### src/rtl/somador_pkg.sv
// Shared types for the somador pipelined add/sub/accumulate unit.
// Operation encoding and default counter width.
package somador_pkg;

  typedef enum logic [1:0] {
    OP_ADD  = 2'd0,
    OP_SUB  = 2'd1,
    OP_ACC  = 2'd2,
    OP_LOAD = 2'd3
  } op_e;

  localparam int CNT_W_DEF = 16;

endpackage

### src/rtl/somador_pipe_if.sv
// Operand/result handshake bundle for somador_pipe.
// master drives operands and out_ready; slave is the unit.
interface somador_pipe_if
  import somador_pkg::*;
#(
  parameter int W     = 8,
  parameter int CNT_W = CNT_W_DEF
) ();

  logic             in_valid;
  logic             in_ready;
  logic [W-1:0]     a;
  logic [W-1:0]     b;
  op_e              op;
  logic             out_valid;
  logic             out_ready;
  logic [W-1:0]     s;
  logic             flag;
  logic [CNT_W-1:0] ovf_cnt;

  modport master (
    output in_valid,
    output a,
    output b,
    output op,
    output out_ready,
    input  in_ready,
    input  out_valid,
    input  s,
    input  flag,
    input  ovf_cnt
  );

  modport slave (
    input  in_valid,
    input  a,
    input  b,
    input  op,
    input  out_ready,
    output in_ready,
    output out_valid,
    output s,
    output flag,
    output ovf_cnt
  );

endinterface

### src/rtl/somador_sat.sv
// Signed add/sub at W+1 bits with overflow detect and optional clamp.
// Purely combinational; direction of clamp follows the true sign bit.
module somador_sat #(
  parameter int W   = 8,
  parameter int SAT = 0
) (
  input  logic [W-1:0] x,
  input  logic [W-1:0] y,
  input  logic         sub,
  output logic [W-1:0] r,
  output logic         ovf
);

  localparam logic [W-1:0] MAXP = {1'b0, {(W-1){1'b1}}};
  localparam logic [W-1:0] MINN = {1'b1, {(W-1){1'b0}}};

  logic [W:0] xe;
  logic [W:0] ye;
  logic [W:0] ext;
  logic       sx;
  logic       sy;
  logic       sr;

  assign xe  = {x[W-1], x};
  assign ye  = {y[W-1], y};
  assign ext = sub ? (xe - ye) : (xe + ye);

  assign sx = x[W-1];
  assign sy = y[W-1];
  assign sr = ext[W-1];

  always_comb begin
    ovf = 1'b0;
    if (sub) begin
      ovf = (sx != sy) && (sr != sx);
    end else begin
      ovf = (sx == sy) && (sr != sx);
    end
  end

  // ext[W] is the sign of the exact result, even when W bits overflow
  always_comb begin
    r = ext[W-1:0];
    if ((SAT != 0) && ovf) begin
      r = ext[W] ? MINN : MAXP;
    end
  end

endmodule

### src/rtl/somador_pipe.sv
// Two-register pipelined signed add/sub/accumulate with overflow
// flag, optional saturation and a saturating overflow counter.
module somador_pipe
  import somador_pkg::*;
#(
  parameter int W     = 8,
  parameter int SAT   = 0,
  parameter int CNT_W = CNT_W_DEF
) (
  input logic            clk,
  input logic            rst,
  somador_pipe_if.slave  bus
);

  logic             s1_valid;
  logic [W-1:0]     s1_a;
  logic [W-1:0]     s1_b;
  op_e              s1_op;

  logic             out_valid_q;
  logic [W-1:0]     s_q;
  logic             flag_q;
  logic [W-1:0]     acc;
  logic [CNT_W-1:0] cnt_q;

  logic             s2_adv;
  logic             in_ready;

  logic [W-1:0]     x;
  logic [W-1:0]     y;
  logic             sub;
  logic [W-1:0]     r;
  logic             ovf;
  logic [W-1:0]     res;
  logic             res_ovf;
  logic             acc_wr;

  assign s2_adv   = !out_valid_q || bus.out_ready;
  assign in_ready = !s1_valid || s2_adv;

  assign bus.in_ready  = in_ready;
  assign bus.out_valid = out_valid_q;
  assign bus.s         = s_q;
  assign bus.flag      = flag_q;
  assign bus.ovf_cnt   = cnt_q;

  always_comb begin
    x      = s1_a;
    y      = s1_b;
    sub    = 1'b0;
    acc_wr = 1'b0;
    unique case (s1_op)
      OP_ADD: begin
      end
      OP_SUB: begin
        sub = 1'b1;
      end
      OP_ACC: begin
        x      = acc;
        y      = s1_a;
        acc_wr = 1'b1;
      end
      OP_LOAD: begin
        acc_wr = 1'b1;
      end
    endcase
  end

  somador_sat #(
    .W   (W),
    .SAT (SAT)
  ) u_sat (
    .x   (x),
    .y   (y),
    .sub (sub),
    .r   (r),
    .ovf (ovf)
  );

  // LOAD bypasses the adder and can never overflow
  always_comb begin
    res     = r;
    res_ovf = ovf;
    if (s1_op == OP_LOAD) begin
      res     = s1_a;
      res_ovf = 1'b0;
    end
  end

  always_ff @(posedge clk or posedge rst) begin
    if (rst) begin
      s1_valid <= 1'b0;
      s1_a     <= '0;
      s1_b     <= '0;
      s1_op    <= OP_ADD;
    end else if (in_ready) begin
      s1_valid <= bus.in_valid;
      if (bus.in_valid) begin
        s1_a  <= bus.a;
        s1_b  <= bus.b;
        s1_op <= bus.op;
      end
    end
  end

  // acc is touched only here, so back-to-back ACC sees the prior result
  always_ff @(posedge clk or posedge rst) begin
    if (rst) begin
      out_valid_q <= 1'b0;
      s_q         <= '0;
      flag_q      <= 1'b1;
      acc         <= '0;
      cnt_q       <= '0;
    end else if (s2_adv) begin
      out_valid_q <= s1_valid;
      if (s1_valid) begin
        s_q    <= res;
        flag_q <= !res_ovf;
        if (acc_wr) begin
          acc <= res;
        end
        if (res_ovf && (cnt_q != '1)) begin
          cnt_q <= cnt_q + CNT_W'(1);
        end
      end
    end
  end

endmodule

### src/flat_wrapper.sv
// flat-port wrapper written by rule: the top's interface ports become plain ports
module somador_pipe_flat import somador_pkg::*;
#(
  parameter int W     = 8,
  parameter int SAT   = 0,
  parameter int CNT_W = CNT_W_DEF
)
  (clk, rst, bus_in_valid, bus_a, bus_b, bus_op, bus_out_ready, bus_in_ready, bus_out_valid, bus_s, bus_flag, bus_ovf_cnt);
  somador_pipe_if #(.W(W), .CNT_W(CNT_W)) bus_i ();
  input logic clk;
  input logic rst;
  input wire logic [$bits(bus_i.in_valid)-1:0] bus_in_valid;
  input wire logic [$bits(bus_i.a)-1:0] bus_a;
  input wire logic [$bits(bus_i.b)-1:0] bus_b;
  input wire logic [$bits(bus_i.op)-1:0] bus_op;
  input wire logic [$bits(bus_i.out_ready)-1:0] bus_out_ready;
  output wire logic [$bits(bus_i.in_ready)-1:0] bus_in_ready;
  output wire logic [$bits(bus_i.out_valid)-1:0] bus_out_valid;
  output wire logic [$bits(bus_i.s)-1:0] bus_s;
  output wire logic [$bits(bus_i.flag)-1:0] bus_flag;
  output wire logic [$bits(bus_i.ovf_cnt)-1:0] bus_ovf_cnt;
  assign bus_i.in_valid = bus_in_valid;
  assign bus_i.a = bus_a;
  assign bus_i.b = bus_b;
  assign bus_i.op = bus_op;
  assign bus_i.out_ready = bus_out_ready;
  assign bus_in_ready = bus_i.in_ready;
  assign bus_out_valid = bus_i.out_valid;
  assign bus_s = bus_i.s;
  assign bus_flag = bus_i.flag;
  assign bus_ovf_cnt = bus_i.ovf_cnt;
  somador_pipe #(.W(W), .SAT(SAT), .CNT_W(CNT_W)) u_core (.clk(clk), .rst(rst), .bus(bus_i));
endmodule
### config.mk
export PLATFORM = sky130hd
export DESIGN_NAME = somador_pipe_flat
export DESIGN_NICKNAME = d
export VERILOG_FILES = /design/src/rtl/somador_pkg.sv /design/src/rtl/somador_pipe_if.sv /design/src/rtl/somador_sat.sv /design/src/rtl/somador_pipe.sv /design/src/flat_wrapper.sv
export SDC_FILE = /design/constraint.sdc
export NUM_CORES = 1
export LEC_CHECK = 0
export CORE_ASPECT_RATIO = 1.1
export CORE_MARGIN = 3
export CORE_UTILIZATION = 45
export CTS_BUF_LIST = sky130_fd_sc_hd__clkbuf_16
export CTS_CLUSTER_SIZE = 20
export DETAILED_ROUTE_END_ITERATION = 8
export GPL_TIMING_DRIVEN = 0
export PLACE_DENSITY_LB_ADDON = 0.25
export SLEW_MARGIN = 20
export SYNTH_ARGS = -nofsm -noshare
export SYNTH_HDL_FRONTEND = slang
export SYNTH_SLANG_ARGS = --single-unit
export TNS_END_PERCENT = 10
### constraint.sdc
create_clock -name clk -period 5.44 [get_ports clk]
set_clock_uncertainty 0.1 [all_clocks]
set_input_delay 1.088 -clock clk [delete_from_list [all_inputs] [get_ports clk]]
set_output_delay 1.088 -clock clk [all_outputs]
set_load 0.02 [all_outputs]
==> flow_metrics.tcl <==
set metrics [dict create \
    max_slew_margin_pct 54.5 \
    stdcell_area_um2 3820 \
    synth_cell_types 48 \
    worst-setup-path-type "flip-flop to flip-flop" \
    tightest_slew_ns 0.682 \
    yosys.area_share.adder_pct 4.90 \
    ys_warn_count 0 \
    required_ns 5.52 \
    drtAntennaViolNets 0 \
    clock.fmax_ghz 0.219 \
    htree_levels 2 \
    end_kind "flip-flop" \
    cts_tree "built" \
    hpwl_um 4960 \
    antenna_found_initial 0 \
    cts_buffer_depth 2 \
    nFillCells 584 \
    rsz0062_at_grt "no" \
    grt_pass1_wl_um 11200 \
    synth_seq_cells 53 \
    cts-resized-gates 0 \
    numCtsBuffers 5 \
    rows 30 \
    postCtsHoldBufs 0 \
    first_pass_iters 4 \
    synth_compound_area_share_pct 9.83 \
    rr_worst_depth 17 \
    n_antenna_cell 0 \
    path_clk_slew_ns 0.07 \
    finalWeightedCongestion 0.880 \
    grt_max_degree 31 \
    synthArstFlopShare_pct 100 \
    crit_fanout 10 \
    post-route-period-util_pct 84.0 \
    r2r-start "u_core.s1_op[0]" \
    fin_nets 404 \
    multi_input_area_um2 1650 \
    synth_xor_xnor_area_share_pct 7.59 \
    first_iter_violations 93 \
    routedWlPerCell_um 14.6 \
    syn_inst 317 \
    layout-drive-gt1-share_pct 11.5 \
    route.vias.total 2422 \
    maxCapViolCount 0 \
    clkSinkCount 53 \
    status "finished, final reports clean" \
    ir_worst_vdd_mv 0.246 \
    num_io_pins 49 \
    seq_area_um2 1330 \
    synth_top_family_by_area "simple AND/OR/NAND/NOR gates" \
    first_global_vias 2404 \
    rr_endpoint "u_core.bus.ovf_cnt[1]" \
    syn_nets 348 \
    p_per_area_nw_per_um2 427 \
    ys.flop_type "dfrtp_1" \
    r2r_slack_ns 0.87 \
    fin_crit_ns 4.57 \
    critPathArrivalTime_ns 4.65 \
    cts_root_buf "clkbuf_16" \
    cp-start-kind "flip-flop" \
    synthMuxAreaShare_pct 13.5 \
    die_h_um 92.6 \
    start_util_pct 48.1 \
    post-cts-setup-buffers 0 \
    insertion_delay_ns 0.30 \
    wl_um 6620 \
    io_buffer_count 48 \
    syn_to_final_growth_pct 24.7 \
    maxSlewViolCount 0 \
    ys_seq_area_share_pct 43.3 \
    synth_simple_gate_area_share_pct 18.0 \
    leakage_uw 0.00168 \
    layout_commonest_cell "nand2_1" \
    synth.top_cell.area_share_pct 42.4 \
    dieWidth_um 84.7 \
    fp.dieArea_um2 7840 \
    synth_area_per_cell_um2 9.67 \
    layout_common_cells "nand2_1, dfrtp_1, clkdlybuf4s50_1" \
    synth_area_um2 3070 \
    finalSetupViolCount 0 \
    startpoint "u_core.s1_op[0]" \
    grt-ovfl-total 0 \
    placed_cell_area_um2 3670 \
    synthTopCellsByArea "dfrtp_1, mux2_2, nand2_1, xnor2_1, o21ai_0" \
    hp-class "flip-flop to flip-flop" \
    grt_usage_pct 17.4 \
    setup_tns_ns 0 \
    core_um2 6380 \
    finalHoldViolCount 0 \
    avgViaCountPerCell 5.33 \
    whs_path_depth 2 \
    endpoint "u_core.bus.ovf_cnt[1]" \
    remaining_drc_errors 0 \
    yosysTopAreaCell "dfrtp_1" \
    synth_edf_count 0 \
]
-- cell usage after synthesis, types with 2 or more instances --
cell type / number
nand2_1: 59
dfrtp_1: 52
o21ai_0: 24
nor2_1: 23
mux2_2: 21
xnor2_1: 18
mux2i_1: 11
a21oi_1: 9
clkbuf_1: 8
ha_1: 8
inv_1: 8
nand3_1: 8
nand4_1: 6
and3_1: 5
nor2b_1: 5
xor2_1: 4
maj3_1: 3
nand2b_1: 3
nand3b_1: 3
nor3_1: 3
o21a_1: 3
a21boi_0: 2
a22o_1: 2
buf_1: 2
buf_2: 2
mux2_4: 2
o31ai_1: 2
-- cell families (layout without fill, tap and decap cells) --
family          Yosys count  count (layout)
simple gates            121             121
mux                      36              36
xor+xnor                 24              24
flops                    53              53
compound gates           50              50
fa+ha+maj                12              12
buf+inv                  21              78
-- layer usage --
metal	vias up	wire length [µm]	track usage (%)
li1	1203	-	-
met1	1165	2950	22.2
met2	47	3300	30.0
met3	7	265	3.74
met4	0	100	3.96
met5	-	0	0
-- report_power, final --
group          switching, µW  internal, µW
clock network            152           173
logic                    384           361
registers               73.4           490
-- metrics by stage --
stage	util (%)	total power [µW]	std cells	setup slack [ns]	hold WS, ns
after floorplan	-	1090	317	1.30	0.350
after global placement	57.2	1290	445	0.934	0.367
after detailed placement	57.6	1320	446	0.891	0.371
after CTS	59.9	1650	454	0.872	0.387
after global routing	59.9	1750	454	0.646	0.403
final	59.9	1630	454	0.871	0.382
-- critical path: stages (launching register included) --
cell      delay, ns
dfrtp_1        0.36
buf_2          0.17
nand2b_4       0.15
buf_6          0.14
mux2_4         0.30
or2_2          0.26
clkbuf_1       0.16
nor2_1         0.17
nand2_1        0.11
maj3_1         0.35
o21ai_0        0.21
ha_1           0.31
a21oi_1        0.19
o21a_1         0.15
a31oi_1        0.05
xnor3_2        0.51
mux2i_4        0.43
mux2_4         0.33
-- final cells by class --
class,instances,share of cell area (%)
multi-input combinational,243,43.1
sequential,53,34.7
timing repair buffer,49,13.3
clock buffer,5,3.27
tap,80,2.62
buffer,13,1.54
inverter,8,0.785
clock inverter,3,0.654
-- worst min-delay path by stage --
stage	startpoint	endpoint	slack, ns
6_report	u_core.acc[5]	u_core.acc[5]	0.38
5_1_grt	u_core.acc[5]	u_core.acc[5]	0.40
4_1_cts	u_core.acc[5]	u_core.acc[5]	0.39
3_5_place_dp	u_core.acc[5]	u_core.acc[5]	0.37
3_3_place_gp	u_core.acc[5]	u_core.acc[5]	0.37
2_1_floorplan	u_core.acc[0]	u_core.acc[0]	0.35
-- flip-flops by register name, summed over array words and instances, names as in the netlist --
name                  flops
u_core.bus.ovf_cnt       16
u_core.acc                8
u_core.bus.s              8
u_core.s1_a               8
u_core.s1_b               8
u_core.s1_op              2
u_core.bus.flag           1
u_core.bus.out_valid      1
u_core.s1_valid           1
(Power assumes the default switching activity.)
==> edit, RTL diff (same flow settings) <==
Change the package constant `CNT_W_DEF` from 16 to 32.
--- a/src/rtl/somador_pkg.sv
+++ b/src/rtl/somador_pkg.sv
@@ -9,7 +9,7 @@
     OP_LOAD = 2'd3
   } op_e;
 
-  localparam int CNT_W_DEF = 16;
+  localparam int CNT_W_DEF = 32;
 
 endpackage
 
Interface: changed (resized bus_ovf_cnt); port bits go from 49 to 65. No check against the original RTL was run, so the function may have changed too.
==> edit against the original RTL <==
- critical path depth decreased by 1
- final area increased by 31%
- worst setup slack improved by 0.0097 ns
- total power increased by 29%
- count of clock-buffer cells in the layout increased by 4
- sequential cell count is 16 higher
- routed wire length increased by 44%
- worst hold slack worse by 0.0075 ns
- area after synthesis increased by 28%
- critical path type unchanged
==> edit: results (changes against the original RTL) <==
The length of routed met2 wiring was 4730 um (+43%). The share of final-layout standard cells stronger than drive strength 1 is 8.818% (-2.7 points). The non-clock inverter instance count of the final layout came out at 16 (+8). The routed wire length on met3 came out at 388 um (+46%). The flip-flop and latch count after synthesis is 69 (+30%). The proportion of cell area occupied by multi-input gates is 40.80% (-2.3 points). The met3 track demand over resource came out at 4.559% (+0.82 points). For hold timing, the worst endpoint is u_core.bus.flag$_DFFE_PP1P_. The maximum cell stage delay along the critical path came out at 0.40 ns (-0.11 ns). The ratio of routed vias to standard cells is 5.508 (+3.3%).

The number of DRC violations after detailed-routing iteration 0 is 107 (+15%). The number of input and output port buffers inserted came to 64 (+33%). The power density relative to cell area is 421.2 nW/um2 (-1.4%). The largest vdd supply drop came to 0.2009 mV (-18%).

The worst flop-to-flop path endpoint is u_core.bus.ovf_cnt[30]$_DFFE_PP0P_. The sequential area share after synthesis came out at 44.07% (+0.78 points). The multi-input combinational gate total came out at 314 (+29%). By count the netlist is led by sky130_fd_sc_hd__dfrtp_1, sky130_fd_sc_hd__nand2_1, sky130_fd_sc_hd__xor2_1. The relative area of clock buffers and inverters in the final design is 5.978% (+2.1 points).

The capture point of the critical path is u_core.bus.ovf_cnt[30]$_DFFE_PP0P_. Sorting the synthesized cells by area gives the leading types as sky130_fd_sc_hd__dfrtp_1, sky130_fd_sc_hd__xor2_1, sky130_fd_sc_hd__nand2_1. The flow ran to the end, and the final reports show no timing, DRC or antenna violations.

The worst hold path begins at u_core.bus.flag$_DFFE_PP1P_. The buffer share of cell area is 14.82% (about the same). The global-route met2 utilization came to 34.26% (+4.2 points). The pin count of the biggest net entering global routing is 44 (+42%). The number of nets in the synthesized netlist is 449 (+29%). The leakage power is 2.299 nW (+37%).

The met1 usage in global routing came out at 25.25% (+3.0 points). The final net count is 525 (+30%).
edit: through the flow:
stage	area (um2)	hold slack [ns]	util, %	instances
2_1_floorplan	3921	0.3496	-	418
3_5_place_dp	4723	0.3707	55.88	594
3_3_place_gp	4701	0.3560	55.62	593
4_1_cts	5024	0.3812	59.44	610
6_report	5024	0.3742	59.44	610
5_1_grt	5024	0.4089	59.44	610
edit: kinds of logic (layout without fill, tap and decap cells):
logic type	count (synthesis)	after routing	share of synthesized area (%)
mux	32	32	8.807
fa+ha+maj	12	12	3.829
flops	69	69	44.07
buf+inv	35	116	3.669
compound gates	58	58	9.732
xor+xnor	40	40	8.934
simple gates	172	172	20.96
edit: report_power, final:
| part | switching (mW) | internal (mW) | total [mW] | leakage (nW) |
|---|---|---|---|---|
| Combinational | 0.465 | 0.363 | 0.828 | 1.29 |
| Sequential | 0.0850 | 0.615 | 0.700 | 0.863 |
| Clock | 0.231 | 0.357 | 0.589 | 0.144 |
